<file path="src/rtl/btb_update_ctrl.sv">
// BTB write scheduler: queues committed branch updates (coalescing repeats of the
// newest PC), drains one per cycle into the BTB, and sweeps every set on a flush.
module btb_update_ctrl #(
    parameter int unsigned FIFO_DEPTH = 4,
    parameter int unsigned BTB_SETS   = 32,
    parameter int unsigned IDX_BITS   = 5
) (
    input  logic                            clk,
    input  logic                            rst_n,
    input  logic                            upd_valid,
    output logic                            upd_ready,
    input  logic [31:0]                     upd_pc,
    input  logic [31:0]                     upd_target,
    input  logic                            upd_taken,
    input  logic                            upd_is_jal,
    input  logic                            flush_req,
    output logic                            flush_busy,
    output logic                            flush_done,
    input  logic                            btb_busy,
    output logic                            btb_wr_en,
    output logic [31:0]                     btb_wr_pc,
    output logic [31:0]                     btb_wr_target,
    output logic                            btb_wr_taken,
    output logic                            btb_wr_jal,
    output logic                            btb_inv_en,
    output logic [IDX_BITS-1:0]             btb_inv_idx,
    output logic [$clog2(FIFO_DEPTH):0]     occupancy
);

    localparam int unsigned PTR_W = $clog2(FIFO_DEPTH);

    typedef enum logic [1:0] {IDLE, DRAIN, SWEEP, DONE} state_t;

    state_t              state_q, state_d;
    logic [PTR_W:0]      rd_ptr_q, rd_ptr_d, wr_ptr_q, wr_ptr_d;
    logic [IDX_BITS-1:0] idx_q, idx_d;

    logic [31:0] pc_mem     [FIFO_DEPTH];
    logic [31:0] tgt_mem    [FIFO_DEPTH];
    logic        taken_mem  [FIFO_DEPTH];
    logic        jal_mem    [FIFO_DEPTH];

    logic [PTR_W-1:0] rd_idx, wr_idx, last_idx;
    logic [PTR_W:0]   occ;
    logic empty, full, in_service, pop, one_left, coalesce_hit;
    logic accept, push, coalesce;

    assign rd_idx     = rd_ptr_q[PTR_W-1:0];
    assign wr_idx     = wr_ptr_q[PTR_W-1:0];
    assign last_idx   = wr_idx - 1'b1;
    assign occ        = wr_ptr_q - rd_ptr_q;
    assign empty      = (rd_ptr_q == wr_ptr_q);
    assign full       = (rd_idx == wr_idx) && (rd_ptr_q[PTR_W] != wr_ptr_q[PTR_W]);
    assign in_service = (state_q == IDLE) || (state_q == DRAIN);
    assign pop        = (state_q == DRAIN) && !empty && !btb_busy && !flush_req;
    assign one_left   = (occ == (PTR_W+1)'(1));

    // A newest entry that is also leaving this cycle cannot absorb the update.
    assign coalesce_hit = !empty && (upd_pc == pc_mem[last_idx]) && !(pop && one_left);
    assign upd_ready    = in_service && !flush_req && (!full || coalesce_hit);
    assign accept       = upd_valid && upd_ready;
    assign push         = accept && !coalesce_hit;
    assign coalesce     = accept && coalesce_hit;

    always_comb begin
        state_d    = state_q;
        rd_ptr_d   = rd_ptr_q;
        wr_ptr_d   = wr_ptr_q;
        idx_d      = idx_q;
        btb_inv_en = 1'b0;
        flush_done = 1'b0;
        case (state_q)
            IDLE, DRAIN: begin
                if (flush_req) begin
                    state_d  = SWEEP;
                    rd_ptr_d = '0;
                    wr_ptr_d = '0;
                    idx_d    = '0;
                end else begin
                    if (pop)  rd_ptr_d = rd_ptr_q + 1'b1;
                    if (push) wr_ptr_d = wr_ptr_q + 1'b1;
                    if (push)
                        state_d = DRAIN;
                    else if (pop && one_left)
                        state_d = IDLE;
                end
            end
            SWEEP: begin
                if (!btb_busy) begin
                    btb_inv_en = 1'b1;
                    idx_d      = idx_q + 1'b1;
                    if (idx_q == IDX_BITS'(BTB_SETS - 1))
                        state_d = DONE;
                end
            end
            DONE: begin
                flush_done = 1'b1;
                state_d    = IDLE;
            end
            default: state_d = IDLE;
        endcase
    end

    always_ff @(posedge clk or negedge rst_n) begin
        if (!rst_n) begin
            state_q  <= IDLE;
            rd_ptr_q <= '0;
            wr_ptr_q <= '0;
            idx_q    <= '0;
        end else begin
            state_q  <= state_d;
            rd_ptr_q <= rd_ptr_d;
            wr_ptr_q <= wr_ptr_d;
            idx_q    <= idx_d;
        end
    end

    // Payload storage needs no reset: pointers define validity and outputs are gated.
    always_ff @(posedge clk) begin
        if (push) begin
            pc_mem[wr_idx]    <= upd_pc;
            tgt_mem[wr_idx]   <= upd_target;
            taken_mem[wr_idx] <= upd_taken | upd_is_jal;
            jal_mem[wr_idx]   <= upd_is_jal;
        end else if (coalesce) begin
            tgt_mem[last_idx]   <= upd_target;
            taken_mem[last_idx] <= upd_taken | upd_is_jal;
            jal_mem[last_idx]   <= upd_is_jal;
        end
    end

    assign btb_wr_en     = pop;
    assign btb_wr_pc     = pop ? pc_mem[rd_idx]    : '0;
    assign btb_wr_target = pop ? tgt_mem[rd_idx]   : '0;
    assign btb_wr_taken  = pop ? taken_mem[rd_idx] : 1'b0;
    assign btb_wr_jal    = pop ? jal_mem[rd_idx]   : 1'b0;
    assign btb_inv_idx   = btb_inv_en ? idx_q : '0;
    assign flush_busy    = (state_q == SWEEP) || (state_q == DONE);
    assign occupancy     = occ;

endmodule

</file>
<file path="config.mk">
export PLATFORM = sky130hd
export DESIGN_NAME = btb_update_ctrl
export DESIGN_NICKNAME = d
export VERILOG_FILES = /design/src/rtl/btb_update_ctrl.sv
export SDC_FILE = /design/constraint.sdc
export NUM_CORES = 1
export LEC_CHECK = 0
export ABC_AREA = 1
export CAP_MARGIN = 10
export CORE_MARGIN = 8
export CORE_UTILIZATION = 55
export CTS_BUF_LIST = sky130_fd_sc_hd__clkbuf_8
export CTS_CLUSTER_SIZE = 14
export DETAILED_ROUTE_END_ITERATION = 10
export HOLD_SLACK_MARGIN = 0.15
export PLACE_DENSITY = 0.79
export SYNTH_ARGS = -nofsm -noshare
export SYNTH_HDL_FRONTEND = slang
export SYNTH_SLANG_ARGS = --single-unit
</file>
<file path="constraint.sdc">
create_clock -name clk -period 5 [get_ports clk]
set_input_delay 1 -clock clk [delete_from_list [all_inputs] [get_ports clk]]
set_output_delay 1 -clock clk [all_outputs]
set_load 0.1 [all_outputs]
</file>
# Yosys cells after proc, flatten, opt, wreduce, memory -nomap -nowiden
# Memories as Yosys holds them, arrays and structs flattened.
# Index checks and enable logic that the tools add are counted.
# Widths: inputs -> output; s select.
# op_classes
addsub	5
eq_ne	13
mux	35
bitwise	1
reduce_logical	33
# op_table
cell	n
$mux 32	3
$eq 32x32->1	1
$reduce_or 32->1	1
$mux 2	8
$mux 1	15
$mux 5	3
$logic_and 1x1->1	12
$mux 3	4
$pmux 5 s2	1
$add 3x1->3 const B	2
$logic_not 1->1	6
$ne 2x2->1 const B	3
$pmux 2 s3	1
$reduce_and 3->1	2
$reduce_bool 2->1	3
$add 5x1->5 const B	1
$eq 5x5->1 const B	1
$eq 2x2->1 const B	2
$ne 4x4->1 const B	1
$reduce_and 2->1	2
$eq 3x1->1 const B	1
$eq 3x3->1	1
$logic_or 1x1->1	3
$sub 3x3->3	1
8 further kinds	9
# word_totals
ff_bits	13
ramBits	264
inputBits	71
out_inout_bits	79
elab_cells	95
n_memories	4
# memory_table
memory	words	word_bits	read_ports	rd_clocked_by_memory_dff	write_ports	line	rtl
pc_mem	4	32	2	0	1	38	logic [31:0] pc_mem [FIFO_DEPTH];
tgt_mem	4	32	1	0	1	39	logic [31:0] tgt_mem [FIFO_DEPTH];
jal_mem	4	1	1	0	1	41	logic jal_mem [FIFO_DEPTH];
taken_mem	4	1	1	0	1	40	logic taken_mem [FIFO_DEPTH];

# Logic depth before layout (Yosys ltp)
# Gate-level depths: netlist of the first run.
# logic_depth
word_depth	17
depth_mapped	23
mapped_depth_nobuf	19

# Worst setup path after synthesis of the first run
# No wires, ideal clock.
# synth_path
path_kind	register to output
startpoint	reg wr_ptr_q[0]
endpoint	out btb_wr_target[21]
arrival_ps	4305
slack_ps	-305
stages_incl_launch_ff	15
cell_sequence	dfrtp_1 buf_4 inv_2 buf_6 buf_6 ha_1 nand2_1 inv_1 nand2_1 nand2_1 nor2_2 inv_1 clkbuf_1 buf_1 a21oi_1
# synth_between
elab_chain_cells	6
# synth_rtl
item	line	rtl
start: declaration	35	logic [PTR_W:0] rd_ptr_q, rd_ptr_d, wr_ptr_q, wr_ptr_d;
start signal: assignment	113	wr_ptr_q <= wr_ptr_d;
$eq 3x3->1	52	assign empty = (rd_ptr_q == wr_ptr_q);
$logic_not 1->1	55	assign pop = (state_q == DRAIN) && !empty && !btb_busy && !flush_req;
$logic_and 1x1->1 (3 in a row)	55	
net btb_wr_en	20	output logic btb_wr_en,
$mux 32	134	assign btb_wr_target = pop ? tgt_mem[rd_idx] : '0;
end: declaration	22	output logic [31:0] btb_wr_target,
# The timed path passes the listed nets, and every way through them passes these cells.

# Final worst setup path of the first run
# layout_path
startpoint	reg wr_ptr_q[1]
endpoint	out upd_ready
# layout_between
elab_chain_cells	10
elab_cells_between_ends	19
cone_classes	add/sub (2); eq/ne (4); reduce/logical (12); memory (1)
# layout_rtl
item	line	rtl
parallel branches: the longest is 8 deep, another holds $mem_v2 4x32	-	
$logic_or 1x1->1 (*)	60	assign upd_ready = in_service && !flush_req && (!full || coalesce_hit);
$logic_and 1x1->1 (*)	60	
end: declaration	11	output logic upd_ready,
# Mark *: on every way between the ends.

==> results.sh, run 1 <==
export IMPL_synthMuxAreaShare=0
export IMPL_cp_data_required_time_ps=4000
export IMPL_clockRootBuffer="clkbuf_8"
export IMPL_place_worst_setup_slack_ps=778
export IMPL_num_rows=56
export IMPL_post_cts_setup_buffer_count=0
export IMPL_yosysWarnings=0
export IMPL_clk_latency_ps=560
export IMPL_cp_arrival_ps=3550
export IMPL_htreeDepth=2
export IMPL_dieHeight_um=169
export IMPL_route_detailed_drc=0
export IMPL_die_w_um=169
export IMPL_syn_nets=1401
export IMPL_grt_start_max_net_pins=71
export IMPL_core_area_um2=23200
export IMPL_cts_resized=0
export IMPL_reg2reg_from="wr_ptr_q[1]$_DFFE_PN0P_"
export IMPL_wire_per_inst_um=18.6
export IMPL_start_util=0.553
export IMPL_wirelength_um=33700
export IMPL_ioPinCount=150
export IMPL_final_max_slew_viol_count=0
export IMPL_avgSynthCellArea_um2=9.71
export IMPL_syn_cell_area_um2=12800
export IMPL_cp_start_kind="register"
export IMPL_power_density_nw_per_um2=476
export IMPL_synth_top_family_by_area="simple AND/OR/NAND/NOR gates"
export IMPL_via_per_inst=5.55
export IMPL_postCtsHoldBufs=0
export IMPL_fin_worst_skew_ps=26.8
export IMPL_drive_gt1_frac=0.133
export IMPL_cts_sinks=277
export IMPL_synthXorXnorAreaFrac=0.00342
export IMPL_cp_max_fo=34
export IMPL_setup_viol=0
export IMPL_numCtsBuffers=44
export IMPL_status="completed"
export IMPL_worst_pin_slew_ps=968
export IMPL_drtPass1Iterations=5
export IMPL_die_area_um2=28500
export IMPL_portBuffers=149
export IMPL_area_growth_pct=25.8
export IMPL_fmax_mhz=220
export IMPL_synth_cell_types=26
export IMPL_path_clk_slew_ps=60
export IMPL_yosysSeqAreaShare=0.644
export IMPL_drtAntennaViolNets=0
export IMPL_hold_viol=0
export IMPL_max_cap_violations=0
export IMPL_cts_tree="done"
export IMPL_r2r_end="tgt_mem[0][31]$_DFFE_PP_"
export IMPL_vdd_ir_drop_max_uv=305
export IMPL_synthSimpleGateAreaFrac=0.215
export IMPL_dp_final_hpwl_um=20400
export IMPL_period_share=0.911
export IMPL_grt_pass1_vias=10043
export IMPL_p_leak_nw=6.08
export IMPL_nets=1541
export IMPL_end_kind="output port"
export IMPL_crit_type="register to output port"
export IMPL_track_usage=0.235
export IMPL_hold_depth=2
export IMPL_antenna_found_initial=5
export IMPL_final_cells=1814
export IMPL_ys_ff_latch=277
export IMPL_fin_crit_ps=4550
export IMPL_placedCellCount=1733
export IMPL_vias=10066
export IMPL_cts_buffer_depth=3
export IMPL_synth_compound_area_frac=0.0851
export IMPL_r2r_cells=16
export IMPL_gr_total_overflow=0
export IMPL_postLayoutSetupSlackWorst_ps=447
export IMPL_min_to="state_q[0]$_DFFE_PN0P_"
export IMPL_grt_pass1_wl_um=53100
export IMPL_gp_congestion=0.818
export IMPL_drt_iter0_drc=1053
export IMPL_synth_adder_area_share=0.0103
export IMPL_relSlewSlack=0.352
export IMPL_worst_hold_startpoint="state_q[0]$_DFFE_PN0P_"
export IMPL_min_path_type="register to register"
export IMPL_syn_inst=1320
export IMPL_grt_setup_unrepaired="no"
export IMPL_r2r_slack_ps=930
sequential cells by signal, indices dropped and copies added, names as in the netlist:
| register | count |
|---|---|
| tgt_mem | 128 |
| idx_q | 5 |
| state_q | 2 |
| pc_mem | 128 |
| rd_ptr_q | 3 |
| taken_mem | 4 |
| jal_mem | 4 |
| wr_ptr_q | 3 |
per-stage QoR:
| step | instance area (µm²) | TNS [ps] | power, mW | hold slack [ps] | utilization |
|---|---|---|---|---|---|
| floorplan | 12900 | -12780 | 5.06 | 483 | - |
| finish | 16100 | 0 | 7.68 | 530 | 0.695 |
| global route | 16100 | 0 | 8.12 | 571 | 0.695 |
| global placement | 15300 | 0 | 5.83 | 519 | 0.659 |
| detailed placement | 15300 | 0 | 5.90 | 514 | 0.659 |
| CTS | 16100 | 0 | 7.70 | 530 | 0.695 |
cells in the mapped netlist:
library cell | instances | share of area
a21boi_0 | 1 | 0.00059
a21oi_1 | 71 | 0.028
buf_1 | 7 | 0.0020
buf_2 | 13 | 0.0051
buf_4 | 3 | 0.0018
buf_6 | 5 | 0.0044
clkbuf_1 | 46 | 0.013
dfrtp_1 | 13 | 0.025
edfxtp_1 | 264 | 0.62
fa_1 | 1 | 0.0016
ha_1 | 9 | 0.0088
inv_1 | 51 | 0.015
inv_2 | 3 | 0.00088
nand2_1 | 264 | 0.077
nand3_1 | 88 | 0.034
nand3_2 | 1 | 0.00078
nand3b_1 | 14 | 0.0082
nand4_1 | 4 | 0.0020
nor2_1 | 306 | 0.090
nor2_2 | 3 | 0.0015
nor3_1 | 2 | 0.00078
o211ai_1 | 1 | 0.00059
o21ai_0 | 142 | 0.055
o21ai_1 | 2 | 0.00078
or2_2 | 1 | 0.00049
xnor2_1 | 5 | 0.0034
worst max-delay path by stage:
stage | start | endpoint | slack (ps) | depth (start not counted)
after floorplan | wr_ptr_q[0]$_DFFE_PN0P_ | btb_wr_target[21] | -300 | 14
after global placement | btb_busy | btb_wr_pc[26] | 870 | 8
after detailed placement | btb_busy | btb_wr_target[26] | 780 | 8
after global routing | wr_ptr_q[1]$_DFFE_PN0P_ | upd_ready | 120 | 16
after CTS | wr_ptr_q[1]$_DFFE_PN0P_ | upd_ready | 450 | 16
final | wr_ptr_q[1]$_DFFE_PN0P_ | upd_ready | 450 | 16
report_power, final:
part / internal (mW) / total [mW] / switching (mW)
Clock: 0.949 / 1.80 / 0.851
Combinational: 0.841 / 3.08 / 2.24
Sequential: 2.71 / 2.80 / 0.0902
Total: 4.50 / 7.68 / 3.18
kinds of logic after synthesis:
group / Yosys count
buffers and inverters: 128
AOI/OAI and AO/OA: 217
DFF: 277
xor gates and xnor gates: 5
adders and majority gates: 10
and+or+nand+nor: 683
layer usage:
| metal | up-vias | GRT usage | wire [µm] |
|---|---|---|---|
| met5 | - | 0 | 43 |
| li1 | 4773 | - | - |
| met1 | 4756 | 0.295 | 13400 |
| met4 | 6 | 0.0757 | 681 |
| met2 | 459 | 0.395 | 16700 |
| met3 | 72 | 0.0564 | 2820 |
cells in the final DEF, fill, tap and decap left out, drive strengths merged:
cell type,instances
clkinv,13
nand2,264
edfxtp,264
a21boi,1
nor2,309
diode,2
a21oi,71
clkbuf,49
xnor2,5
clkdlybuf4s50,72
bufinv,1
nand3,89
clkinvlp,2
ha,9
o21ai,144
o211ai,1
nand3b,14
or2,1
inv,68
nand4,4
fa,1
buf,96
nor3,2
dfrtp,13
critical path, stage by stage (launching register included):
cell,delay [ps]
dfrtp_1,450
inv_1,130
ha_1,320
inv_2,600
nand3_1,210
nand2_1,120
nand2_1,50
nand2_1,80
nand2_1,100
nor2_1,110
nand2_1,70
nor2_2,130
nand3_1,150
nand2_1,90
nand2_1,60
inv_1,120
buf_12,180
cell type report:
class	instances	area, µm²
sequential	277	8260
tap	319	399
clock buffer	49	674
antenna	2	5.00
fill	1630	7070
timing repair buffer	168	2280
clock inverter	30	153
multi-input combinational	915	4150
inverter	54	204
No activity file was read; power rests on OpenSTA's default activity.
==> run 2, diff against run 1 <==
--- a/config.mk
+++ b/config.mk
@@ -8,12 +8,12 @@
 export ABC_AREA = 1
 export CAP_MARGIN = 10
 export CORE_MARGIN = 8
-export CORE_UTILIZATION = 55
+export CORE_UTILIZATION = 58
 export CTS_BUF_LIST = sky130_fd_sc_hd__clkbuf_8
 export CTS_CLUSTER_SIZE = 14
 export DETAILED_ROUTE_END_ITERATION = 10
 export HOLD_SLACK_MARGIN = 0.15
-export PLACE_DENSITY = 0.79
+export PLACE_DENSITY = 0.82
 export SYNTH_ARGS = -nofsm -noshare
 export SYNTH_HDL_FRONTEND = slang
 export SYNTH_SLANG_ARGS = --single-unit
==> run 2 against run 1 <==
Net effect: clock skew shrank 10 ps; clock-buffer cell count shrank 1; via count is essentially flat; die area shrank 4.7%; power shrank 0.48%; combinational power is essentially flat; non-clock buffer count grew 1; final area shrank 0.34%; worst hold slack gained 20 ps; maximum frequency grew 1.6%; critical path type unchanged; largest power group unchanged; highest routed layer unchanged.
==> results.sh, run 2 (synthesis results as in run 1) <==
export IMPL_power_density_nw_per_um2=476
export IMPL_gp_congestion=0.806
export IMPL_ioPinCount=150
export IMPL_period_share=0.897
export IMPL_worst_hold_startpoint="state_q[0]$_DFFE_PN0P_"
export IMPL_final_max_slew_viol_count=0
export IMPL_track_usage=0.244
export IMPL_path_clk_slew_ps=60
export IMPL_setup_viol=0
export IMPL_clockRootBuffer="clkbuf_8"
export IMPL_r2r_slack_ps=1020
export IMPL_crit_type="register to output port"
export IMPL_vdd_ir_drop_max_uv=280
export IMPL_die_area_um2=27100
export IMPL_r2r_cells=16
export IMPL_num_rows=54
export IMPL_dieHeight_um=165
export IMPL_min_to="state_q[0]$_DFFE_PN0P_"
export IMPL_min_path_type="register to register"
export IMPL_relSlewSlack=0.349
export IMPL_final_common_cell="nor2_1"
export IMPL_met2_usage=0.416
export IMPL_cp_arrival_ps=3480
export IMPL_route_detailed_drc=0
export IMPL_grt_pass1_wl_um=52100
export IMPL_final_util=0.739
export IMPL_core_area_um2=21800
export IMPL_cp_max_fo=34
export IMPL_clk_latency_ps=550
export IMPL_dpl_instance_area_um2=15300
export IMPL_cts_sinks=277
export IMPL_met3_usage=0.0573
export IMPL_met1_usage=0.297
export IMPL_reg2reg_from="wr_ptr_q[1]$_DFFE_PN0P_"
export IMPL_fin_area_um2=16100
export IMPL_largestRegisters="pc_mem x128, tgt_mem x128, idx_q x5"
export IMPL_cts_buffer_depth=3
export IMPL_grt_setup_unrepaired="no"
export IMPL_post_cts_setup_buffer_count=0
export IMPL_wire_per_inst_um=18.5
export IMPL_max_cap_violations=0
export IMPL_nets=1542
export IMPL_antenna_found_initial=3
export IMPL_drt_iter0_drc=985
export IMPL_drtPass1Iterations=5
export IMPL_status="completed"
export IMPL_end_kind="output port"
export IMPL_fin_worst_skew_ps=16.7
export IMPL_final_setup_tns_ps=0
export IMPL_numCtsBuffers=44
export IMPL_cp_start_kind="register"
export IMPL_cp_data_required_time_ps=4000
export IMPL_r2r_end="tgt_mem[1][27]$_DFFE_PP_"
export IMPL_cts_tree="done"
export IMPL_hold_depth=2
export IMPL_nFillCells=1473
export IMPL_postCtsHoldBufs=0
export IMPL_grt_busiest_layer="met2"
export IMPL_die_w_um=165
export IMPL_grt_start_max_net_pins=88
export IMPL_p_leak_nw=6.09
export IMPL_startpoint="wr_ptr_q[1]$_DFFE_PN0P_"
export IMPL_mostFrequentLayoutCells="293 x nor2_1, 264 x nand2_1, 264 x edfxtp_1, 142 x o21ai_0, 88 x nand3_1"
export IMPL_fin_crit_ps=4480
export IMPL_via_per_inst=5.67
export IMPL_fmax_mhz=223
export IMPL_area_growth_pct=25.3
export IMPL_diodes=0
export IMPL_drtAntennaViolNets=0
export IMPL_cts_resized=0
export IMPL_gr_total_overflow=0
export IMPL_wirelength_um=32900
export IMPL_drive_gt1_frac=0.132
export IMPL_htreeDepth=2
export IMPL_start_util=0.589
export IMPL_hold_viol=0
export IMPL_grt_pass1_vias=10090
export IMPL_worst_pin_slew_ps=973
export IMPL_portBuffers=149
export IMPL_vias=10058
export IMPL_dp_final_hpwl_um=19900
==> run 2: changes by cell type in the layout (fill, tap and decap cells not counted), sizes merged <==
cell,before,now
diode,2,0
buf,96,97
clkbuf,49,48
clkinv,13,14
inv,68,69
==> run 2: worst max-delay path by stage <==
stage                             end  slack [ps]  cells after the start
floorplan           btb_wr_target[21]        -300                     14
global placement        btb_wr_pc[24]         790                      8
detailed placement       btb_wr_pc[0]         710                      8
CTS                         upd_ready         530                     14
global route                upd_ready         270                     16
finish                      upd_ready         520                     14
==> run 2: power by group <==
part / total, mW / switching, mW / leakage (nW) / internal, mW
registers: 2.77 / 0.0604 / 2.55 / 2.71
logic: 3.09 / 2.25 / 3.07 / 0.846
clock network: 1.79 / 0.853 / 0.472 / 0.933
==> run 2: layout make-up <==
class,instances,area [µm²],area share
multi-input cells,915,4150,0.258
repair buffers,169,2290,0.142
clock buffers,48,661,0.0411
clock inverters,32,158,0.00981
flip-flops and latches,277,8260,0.514
well taps,280,350,0.0218
inverters,54,204,0.0127
==> run 2: critical path: stages, from the launching register on <==
cell and delay [ps]:
dfrtp_1 440, inv_1 130, ha_1 320, inv_2 580, nand3_1 230, nand3b_1 150
nand2_1 70, nor2_1 180, nand2_1 80, nor2_1 140, nand3_1 160, nand2_1 100
nand2_1 60, inv_1 110, buf_12 180
==> run 2: metrics by stage <==
step / power, mW / hold WS [ps] / cells / setup slack [ps]
2_1_floorplan: 5.06 / 483 / 1320 / -305
3_3_place_gp: 5.79 / 516 / 1695 / 786
3_5_place_dp: 5.87 / 524 / 1695 / 712
4_1_cts: 7.65 / 544 / 1775 / 529
5_1_grt: 8.10 / 575 / 1775 / 271
6_report: 7.65 / 550 / 1775 / 517
==> run 2: metal layers <==
layer / vias up / part of all wire / wire, µm
met1: 4729 / 0.38 / 12700
li1: 4779 / - / -
met4: 6 / 0.026 / 858
met2: 468 / 0.50 / 16400
met3: 76 / 0.090 / 2950
met5: - / 0.0012 / 38
==> run 3, diff against run 2 <==
--- a/config.mk
+++ b/config.mk
@@ -10,10 +10,10 @@
 export CORE_MARGIN = 8
 export CORE_UTILIZATION = 58
 export CTS_BUF_LIST = sky130_fd_sc_hd__clkbuf_8
-export CTS_CLUSTER_SIZE = 14
 export DETAILED_ROUTE_END_ITERATION = 10
 export HOLD_SLACK_MARGIN = 0.15
 export PLACE_DENSITY = 0.82
+export SLEW_MARGIN = 30
 export SYNTH_ARGS = -nofsm -noshare
 export SYNTH_HDL_FRONTEND = slang
 export SYNTH_SLANG_ARGS = --single-unit
==> results of run 3 <==
The final DEF is identical to that of run 2; final timing and power are the same.
